--- src/rtl/letter_pkg.sv ---
// Shared constants, playback state encoding and the ASCII -> tilt/switch code mapping
// for the tilt-entry letter buffer.
package letter_pkg;

    localparam logic [7:0] ASCII_NUL   = 8'h00;
    localparam logic [7:0] ASCII_SPACE = 8'h20;
    localparam logic [7:0] ASCII_A     = 8'h41;
    localparam logic [7:0] ASCII_Z     = 8'h5A;

    typedef enum logic [2:0] {
        IDLE = 3'd0,
        LOAD = 3'd1,
        HOLD = 3'd2,
        GAP  = 3'd3,
        DONE = 3'd4
    } state_e;

    typedef struct packed {
        logic       legal;
        logic       empty;
        logic [1:0] tilt;
        logic [2:0] sw;
    } code_t;

    // index = ascii - 'A'; tilt carries index[4:3], switch carries index[2:0]
    function automatic code_t to_code(input logic [7:0] ascii);
        code_t      c;
        logic [4:0] idx;
        idx     = 5'(ascii - ASCII_A);
        c.legal = (ascii >= ASCII_A) && (ascii <= ASCII_Z);
        c.empty = (ascii == ASCII_NUL) || (ascii == ASCII_SPACE);
        c.tilt  = c.legal ? idx[4:3] : 2'd0;
        c.sw    = c.legal ? idx[2:0] : 3'd0;
        return c;
    endfunction

endpackage

--- src/rtl/letter_encoder.sv ---
// Combinational ASCII -> legal/empty/tilt/switch encoder; codes are zero for
// anything outside A..Z.
module letter_encoder
    import letter_pkg::*;
(
    input  logic [7:0] ascii_i,
    output logic       legal_o,
    output logic       empty_o,
    output logic [1:0] tilt_o,
    output logic [2:0] sw_o
);

    code_t code;

    assign code    = to_code(ascii_i);
    assign legal_o = code.legal;
    assign empty_o = code.empty;
    assign tilt_o  = code.tilt;
    assign sw_o    = code.sw;

endmodule

--- src/rtl/letter_player.sv ---
// Snapshots three ASCII slots on start and plays them back left to right as tilt/switch
// codes with a hold/gap dwell. Optional LETTER_PLAYER_LOOP_EN gives continuous replay.
module letter_player
    import letter_pkg::*;
#(
    parameter int HOLD_CYCLES = 50_000_000,
    parameter int GAP_CYCLES  = 10_000_000,
    parameter int CNT_W       = 26
) (
    input  logic       clk,
    input  logic       reset,
    input  logic [7:0] letter1,
    input  logic [7:0] letter2,
    input  logic [7:0] letter3,
    input  logic       start,
    input  logic       stop,
    output logic [1:0] tilt_code,
    output logic [2:0] switch_code,
    output logic [7:0] letter_out,
    output logic [1:0] slot,
    output logic       valid,
    output logic       busy,
    output logic       done,
    output logic       bad_char,
    output logic [2:0] dbg_state
);

    if (HOLD_CYCLES < 1 || GAP_CYCLES < 1) begin : g_bad_dwell
        $error("letter_player: HOLD_CYCLES and GAP_CYCLES must be at least 1");
    end
    if (longint'(HOLD_CYCLES) > (longint'(1) << CNT_W) ||
        longint'(GAP_CYCLES) > (longint'(1) << CNT_W)) begin : g_bad_cnt_w
        $error("letter_player: CNT_W too narrow for HOLD_CYCLES/GAP_CYCLES");
    end

    localparam logic [CNT_W-1:0] HOLD_LD = CNT_W'(HOLD_CYCLES - 1);
    localparam logic [CNT_W-1:0] GAP_LD  = CNT_W'(GAP_CYCLES - 1);

    state_e           state_q, state_d;
    logic [1:0]       ptr_q, ptr_d;
    logic [CNT_W-1:0] cnt_q, cnt_d;
    logic [7:0]       snap1_q, snap1_d, snap2_q, snap2_d, snap3_q, snap3_d;
    logic             bad_q, bad_d;

    logic [1:0] tilt_q, tilt_d;
    logic [2:0] sw_q, sw_d;
    logic [7:0] letter_q, letter_d;
    logic [1:0] slot_q, slot_d;
    logic       valid_q, valid_d;
    logic       busy_q, busy_d;
    logic       done_q, done_d;

    logic [7:0] cur_ascii;
    logic       cur_legal, cur_empty;
    logic [1:0] cur_tilt;
    logic [2:0] cur_sw;

    always_comb begin
        cur_ascii = 8'h00;
        case (ptr_q)
            2'd1:    cur_ascii = snap1_q;
            2'd2:    cur_ascii = snap2_q;
            2'd3:    cur_ascii = snap3_q;
            default: cur_ascii = 8'h00;
        endcase
    end

    letter_encoder u_enc (
        .ascii_i (cur_ascii),
        .legal_o (cur_legal),
        .empty_o (cur_empty),
        .tilt_o  (cur_tilt),
        .sw_o    (cur_sw)
    );

`ifdef LETTER_PLAYER_LOOP_EN
    logic any_legal;
    assign any_legal = to_code(snap1_q).legal | to_code(snap2_q).legal |
                       to_code(snap3_q).legal;
`endif

    // Advancing past slot 3 (by skip or by end of gap) goes straight to DONE.
    always_comb begin
        state_d = state_q;
        ptr_d   = ptr_q;
        cnt_d   = cnt_q;
        snap1_d = snap1_q;
        snap2_d = snap2_q;
        snap3_d = snap3_q;
        bad_d   = bad_q;
        if (stop) begin
            state_d = IDLE;
        end else begin
            case (state_q)
                IDLE: begin
                    if (start) begin
                        state_d = LOAD;
                        snap1_d = letter1;
                        snap2_d = letter2;
                        snap3_d = letter3;
                        bad_d   = 1'b0;
                        ptr_d   = 2'd1;
                    end
                end
                LOAD: begin
                    if (cur_legal) begin
                        state_d = HOLD;
                        cnt_d   = HOLD_LD;
                    end else begin
                        if (!cur_empty) bad_d = 1'b1;
                        if (ptr_q == 2'd3) state_d = DONE;
                        else ptr_d = ptr_q + 2'd1;
                    end
                end
                HOLD: begin
                    if (cnt_q == '0) begin
                        state_d = GAP;
                        cnt_d   = GAP_LD;
                    end else begin
                        cnt_d = cnt_q - 1'b1;
                    end
                end
                GAP: begin
                    if (cnt_q == '0) begin
                        if (ptr_q == 2'd3) begin
                            state_d = DONE;
                        end else begin
                            state_d = LOAD;
                            ptr_d   = ptr_q + 2'd1;
                        end
                    end else begin
                        cnt_d = cnt_q - 1'b1;
                    end
                end
                DONE: begin
`ifdef LETTER_PLAYER_LOOP_EN
                    if (any_legal) begin
                        state_d = LOAD;
                        ptr_d   = 2'd1;
                    end else begin
                        state_d = IDLE;
                    end
`else
                    state_d = IDLE;
`endif
                end
                default: state_d = IDLE;
            endcase
        end
    end

    // Outputs are registered from the next state so they line up with the state register.
    always_comb begin
        valid_d  = (state_d == HOLD);
        tilt_d   = valid_d ? cur_tilt  : 2'd0;
        sw_d     = valid_d ? cur_sw    : 3'd0;
        letter_d = valid_d ? cur_ascii : 8'h00;
        slot_d   = valid_d ? ptr_q     : 2'd0;
        busy_d   = (state_d != IDLE);
        done_d   = (state_d == DONE);
    end

    always_ff @(posedge clk or negedge reset) begin
        if (!reset) begin
            state_q  <= IDLE;
            ptr_q    <= 2'd0;
            cnt_q    <= '0;
            snap1_q  <= 8'h00;
            snap2_q  <= 8'h00;
            snap3_q  <= 8'h00;
            bad_q    <= 1'b0;
            tilt_q   <= 2'd0;
            sw_q     <= 3'd0;
            letter_q <= 8'h00;
            slot_q   <= 2'd0;
            valid_q  <= 1'b0;
            busy_q   <= 1'b0;
            done_q   <= 1'b0;
        end else begin
            state_q  <= state_d;
            ptr_q    <= ptr_d;
            cnt_q    <= cnt_d;
            snap1_q  <= snap1_d;
            snap2_q  <= snap2_d;
            snap3_q  <= snap3_d;
            bad_q    <= bad_d;
            tilt_q   <= tilt_d;
            sw_q     <= sw_d;
            letter_q <= letter_d;
            slot_q   <= slot_d;
            valid_q  <= valid_d;
            busy_q   <= busy_d;
            done_q   <= done_d;
        end
    end

    assign tilt_code   = tilt_q;
    assign switch_code = sw_q;
    assign letter_out  = letter_q;
    assign slot        = slot_q;
    assign valid       = valid_q;
    assign busy        = busy_q;
    assign done        = done_q;
    assign bad_char    = bad_q;
    assign dbg_state   = state_q;

endmodule
--- config.mk ---
export PLATFORM = sky130hd
export DESIGN_NAME = letter_player
export DESIGN_NICKNAME = d
export VERILOG_FILES = /design/src/rtl/letter_pkg.sv /design/src/rtl/letter_encoder.sv /design/src/rtl/letter_player.sv
export SDC_FILE = /design/constraint.sdc
export NUM_CORES = 1
export LEC_CHECK = 0
export ABC_AREA = 1
export CAP_MARGIN = 0
export CORE_ASPECT_RATIO = 1.25
export CORE_MARGIN = 8
export CORE_UTILIZATION = 60
export CTS_CLUSTER_SIZE = 16
export DETAILED_ROUTE_END_ITERATION = 10
export PLACE_DENSITY = 0.95
export SLEW_MARGIN = 20
export SYNTH_ARGS = -nofsm -noshare
export SYNTH_HDL_FRONTEND = slang
export SYNTH_SLANG_ARGS = --single-unit
--- constraint.sdc ---
create_clock -name clk -period 5.65 [get_ports clk]
set_input_delay 0.8475 -clock clk [delete_from_list [all_inputs] [get_ports clk]]
set_output_delay 0.8475 -clock clk [all_outputs]
set_load 0.01 [all_outputs]
==> summary.md <==
| Metric | Value |
|---|---|
| CTS Buf Count | 9 |
| Final wirelength | 10600 um |
| Die area | 9770 um2 |
| CTS Sinks | 74 |
| Cts hold-fix bufs | 0 |
| Most frequent cell after synthesis | nand2_1 |
| Routed Antenna Nets | 0 |
| Mux cell area share after synthesis | 0% |
| Post-synthesis compound-gate area fraction | 7.04% |
| Maximum VDD drop | 0.305 mV |
| Slew @ Worst Pin | 939 ps |
| Area delta synth->final | 18.5% |
| Yosys Warn Count | 0 |
| Largest stage delay, worst path | 430 ps |
| Drt drc | 0 |
| Sw Ratio | 42.0% |
| # port buffers | 49 |
| Post-DP HPWL | 7690 um |
| 1st-iter DRT viols | 275 |
| Skew-Pair Late Insertion Delay | 360 ps |
| Worst Skew | 10.8 ps |
| Final Util | 73.7% |
| Antenna cells | 0 |
| Synth cell count leaders | nand2_1 (201), dfrtp_1 (74), nor2_1 (60), inv_1 (40), nand3_1 (28) |
| Overflow after GRT | 0 |
| Post-Synth Adder-Cell Area | 2.74% |
| Min cycle time layout | 2950 ps |
| Slowest CP cell | dfrtp_1 |
| Share of the synthesized area in the top cell type | 45.1% |
| Ys flop type | dfrtp_1 |
| Most area-hungry cell type in the Yosys netlist | dfrtp_1 |
| Min-Delay Path Class | flop to flop |
| H-Tree Depth | 3 |
| Fill cells | 469 |
| RSZ-0062 raised after global routing | false |
| Die width | 90.0 um |
| Pwr dens | 464 nW/um2 |
| Static leakage | 2.47 nW |
| Number of synthesized flops with an enable pin | 0 |
| Maxcap violations | 0 |
| Critical Path RT | 5930 ps |
| Crit path max fanout | 28 |
| Simple-gate share of the synthesized area | 33.4% |
| Die H | 109 um |
| Multi-input gate area | 1990 um2 |
| XOR/XNOR share of the synthesized area | 5.33% |
| Largest net degree at the start of global routing | 75 |
| CP Class | flop to flop |
| Largest family of logic cells by synthesized area | simple AND/OR/NAND/NOR gates |
| Reg clk slew, reported paths | 80 ps |
| Unique cell type count in the Yosys netlist | 34 |
| CP dominant cell by count | nand2_1 |
| Core ar. | 6610 um2 |
| CP startpoint kind | flop |
| Worst-path cell chain | inv_1, ha_1, nand2_1, nand3_1, nand2_1, ha_1, nand2_1, nor2_1, nand2_1, nand3_2, nand2_2, nand3_4, inv_4, nand2_1, o21ai_2 |
| Total number of vias | 3714 |
| Storage cell area | 1850 um2 |
| Fin Setup TNS | 0 ps |
| Number of endpoints failing setup at the final stage | 0 |
| Post-CTS Resized | 0 |
| Final hold violation count | 0 |
| Gr usage total | 23.0% |
| Clk pwr share | 22.0% |
| Nets@finish | 620 |
| Row count | 33 |
| Outcome | complete, no violations |
| Mapped Area | 4110 um2 |
| First-pass GRT wire length | 18100 um |
| WL/cell | 15.8 um |
| Initial antenna violation count | 0 |
| Drt pass-1 iters | 5 |
| Initial Util | 62.2% |
| Max Fclk | 338 MHz |
| Vias in the first global route | 3842 |
| Rel. slew slack | 37.4% |
| Vias per inst | 5.51 |
| Internal | 0.00131 W |
| Asr flop ratio synth | 100% |
| CP Capture Type | flop |
| Sequential share of the synthesized area | 45.1% |
| Flops & latches, synth | 74 |
| Share of cells above drive strength 1 | 9.03% |
| Final Wtd Congestion | 0.946 |
| Part of the power in registers | 38.0% |
| Arr. time, crit path | 3240 ps |
| CTS tree | yes |
| Gate count after technology mapping | 537 |
| Synth area leaders | dfrtp_1 (45%), nand2_1 (18%), nor2_1 (5.5%), xor2_1 (4.9%), inv_1 (3.7%) |
| Net Count, Synth | 574 |
| Logic pwr share | 39.9% |
| Sw Pwr | 0.000948 W |
| Num ports | 50 |
| Final period util | 52.3% |
| Root Buffer Master | clkbuf_8 |
| Overall power | 0.00226 W |
| Max Buffers Root-to-Sink | 2 |
| Synth Area per Inst | 7.65 um2 |
| Fin. max-slew vios | 0 |
| Post-CTS setup buffers | 0 |
[path summary, 6_finish.rpt]
path,startpoint,endpoint,slack (ps),depth (start not counted)
hold / removal,snap3_q[1],snap3_q[1],480,2
setup / recovery,ptr_q[0],cnt_q[1],2700,15
max in group asynchronous,reset,letter_out[3],4320,2
hold reg to reg,snap3_q[1],snap3_q[1],480,2
setup reg to reg,ptr_q[0],cnt_q[1],2700,15
min in group asynchronous,reset,letter_out[1],690,2
[layout make-up]
type | instances | area share, %
Clock buffer | 9 | 2.54
Timing Repair Buffer | 51 | 10.3
Tap cell | 87 | 2.24
Inverter | 46 | 3.60
Clock inverter | 6 | 2.36
Multi-Input combinational cell | 401 | 40.9
Sequential cell | 74 | 38.0
[state kept, by name, summed over array words and instances (netlist names), 2 cells and up]
signal,cells
switch_code,3
cnt_q,26
ptr_q,2
snap2_q,8
letter_out,8
snap3_q,8
slot,2
snap1_q,8
tilt_code,2
dbg_state,3
[through the flow]
stage               cell area (um2)  instances  setup slack (ps)  hold WS, ps
floorplan                      4110        537              3430          442
global placement               4630        659              3010          459
detailed placement             4630        659              2820          459
CTS                            4870        674              2740          478
global route                   4870        674              2510          506
finish                         4870        674              2700          476
[worst max-delay path: cells and delay by family (launching register included)]
| family | cells | cell delay, ps |
|---|---|---|
| compound gates | 1 | 80 |
| fa+ha+maj | 2 | 630 |
| simple gates | 10 | 1200 |
| flops | 1 | 430 |
| buf+inv | 2 | 550 |
[power groups by stage]
stage	Combinational, W	Sequential (W)	Clock [W]
2_1_floorplan	0.000668	0.000817	0
4_1_cts	0.000898	0.000852	0.000503
5_1_grt	0.00102	0.000877	0.000525
6_report	0.000902	0.000858	0.000498
3_3_place_gp	0.000835	0.000852	0
3_5_place_dp	0.000886	0.000858	0
[logic make-up after synthesis]
family | after synthesis
simple gates | 321
flops | 74
buf+inv | 62
compound gates | 46
xor+xnor | 25
fa+ha+maj | 9
[routing by layer]
metal  routed length (um)  up-vias  GRT usage (%)
li1                     -     1759              -
met1                 3880     1745           24.2
met2                 5650      162           41.9
met3                  622       48           6.03
met4                  476        0           11.9
met5                    0        -              0
[cells in the final DEF (no fill, tap or decap), types with 4 or more instances in the layout]
master           netlist  routed
clkdlybuf4s50_1        0      48
ha_1                   9       9
o21ai_2                8       8
inv_1                 40      40
clkbuf_8               0       9
nand3_1               28      28
dfrtp_1               74      74
nor2_1                60      60
o2111ai_1              6       6
xor2_1                23      23
o21ai_1                7       7
nor2_2                 8       8
inv_2                  4       4
nand2_2                6       6
o21ai_0               13      13
nor3_1                 6       6
nand2_1              201     201
a21oi_1                9       9
No activity file was read; power rests on OpenSTA's default activity.
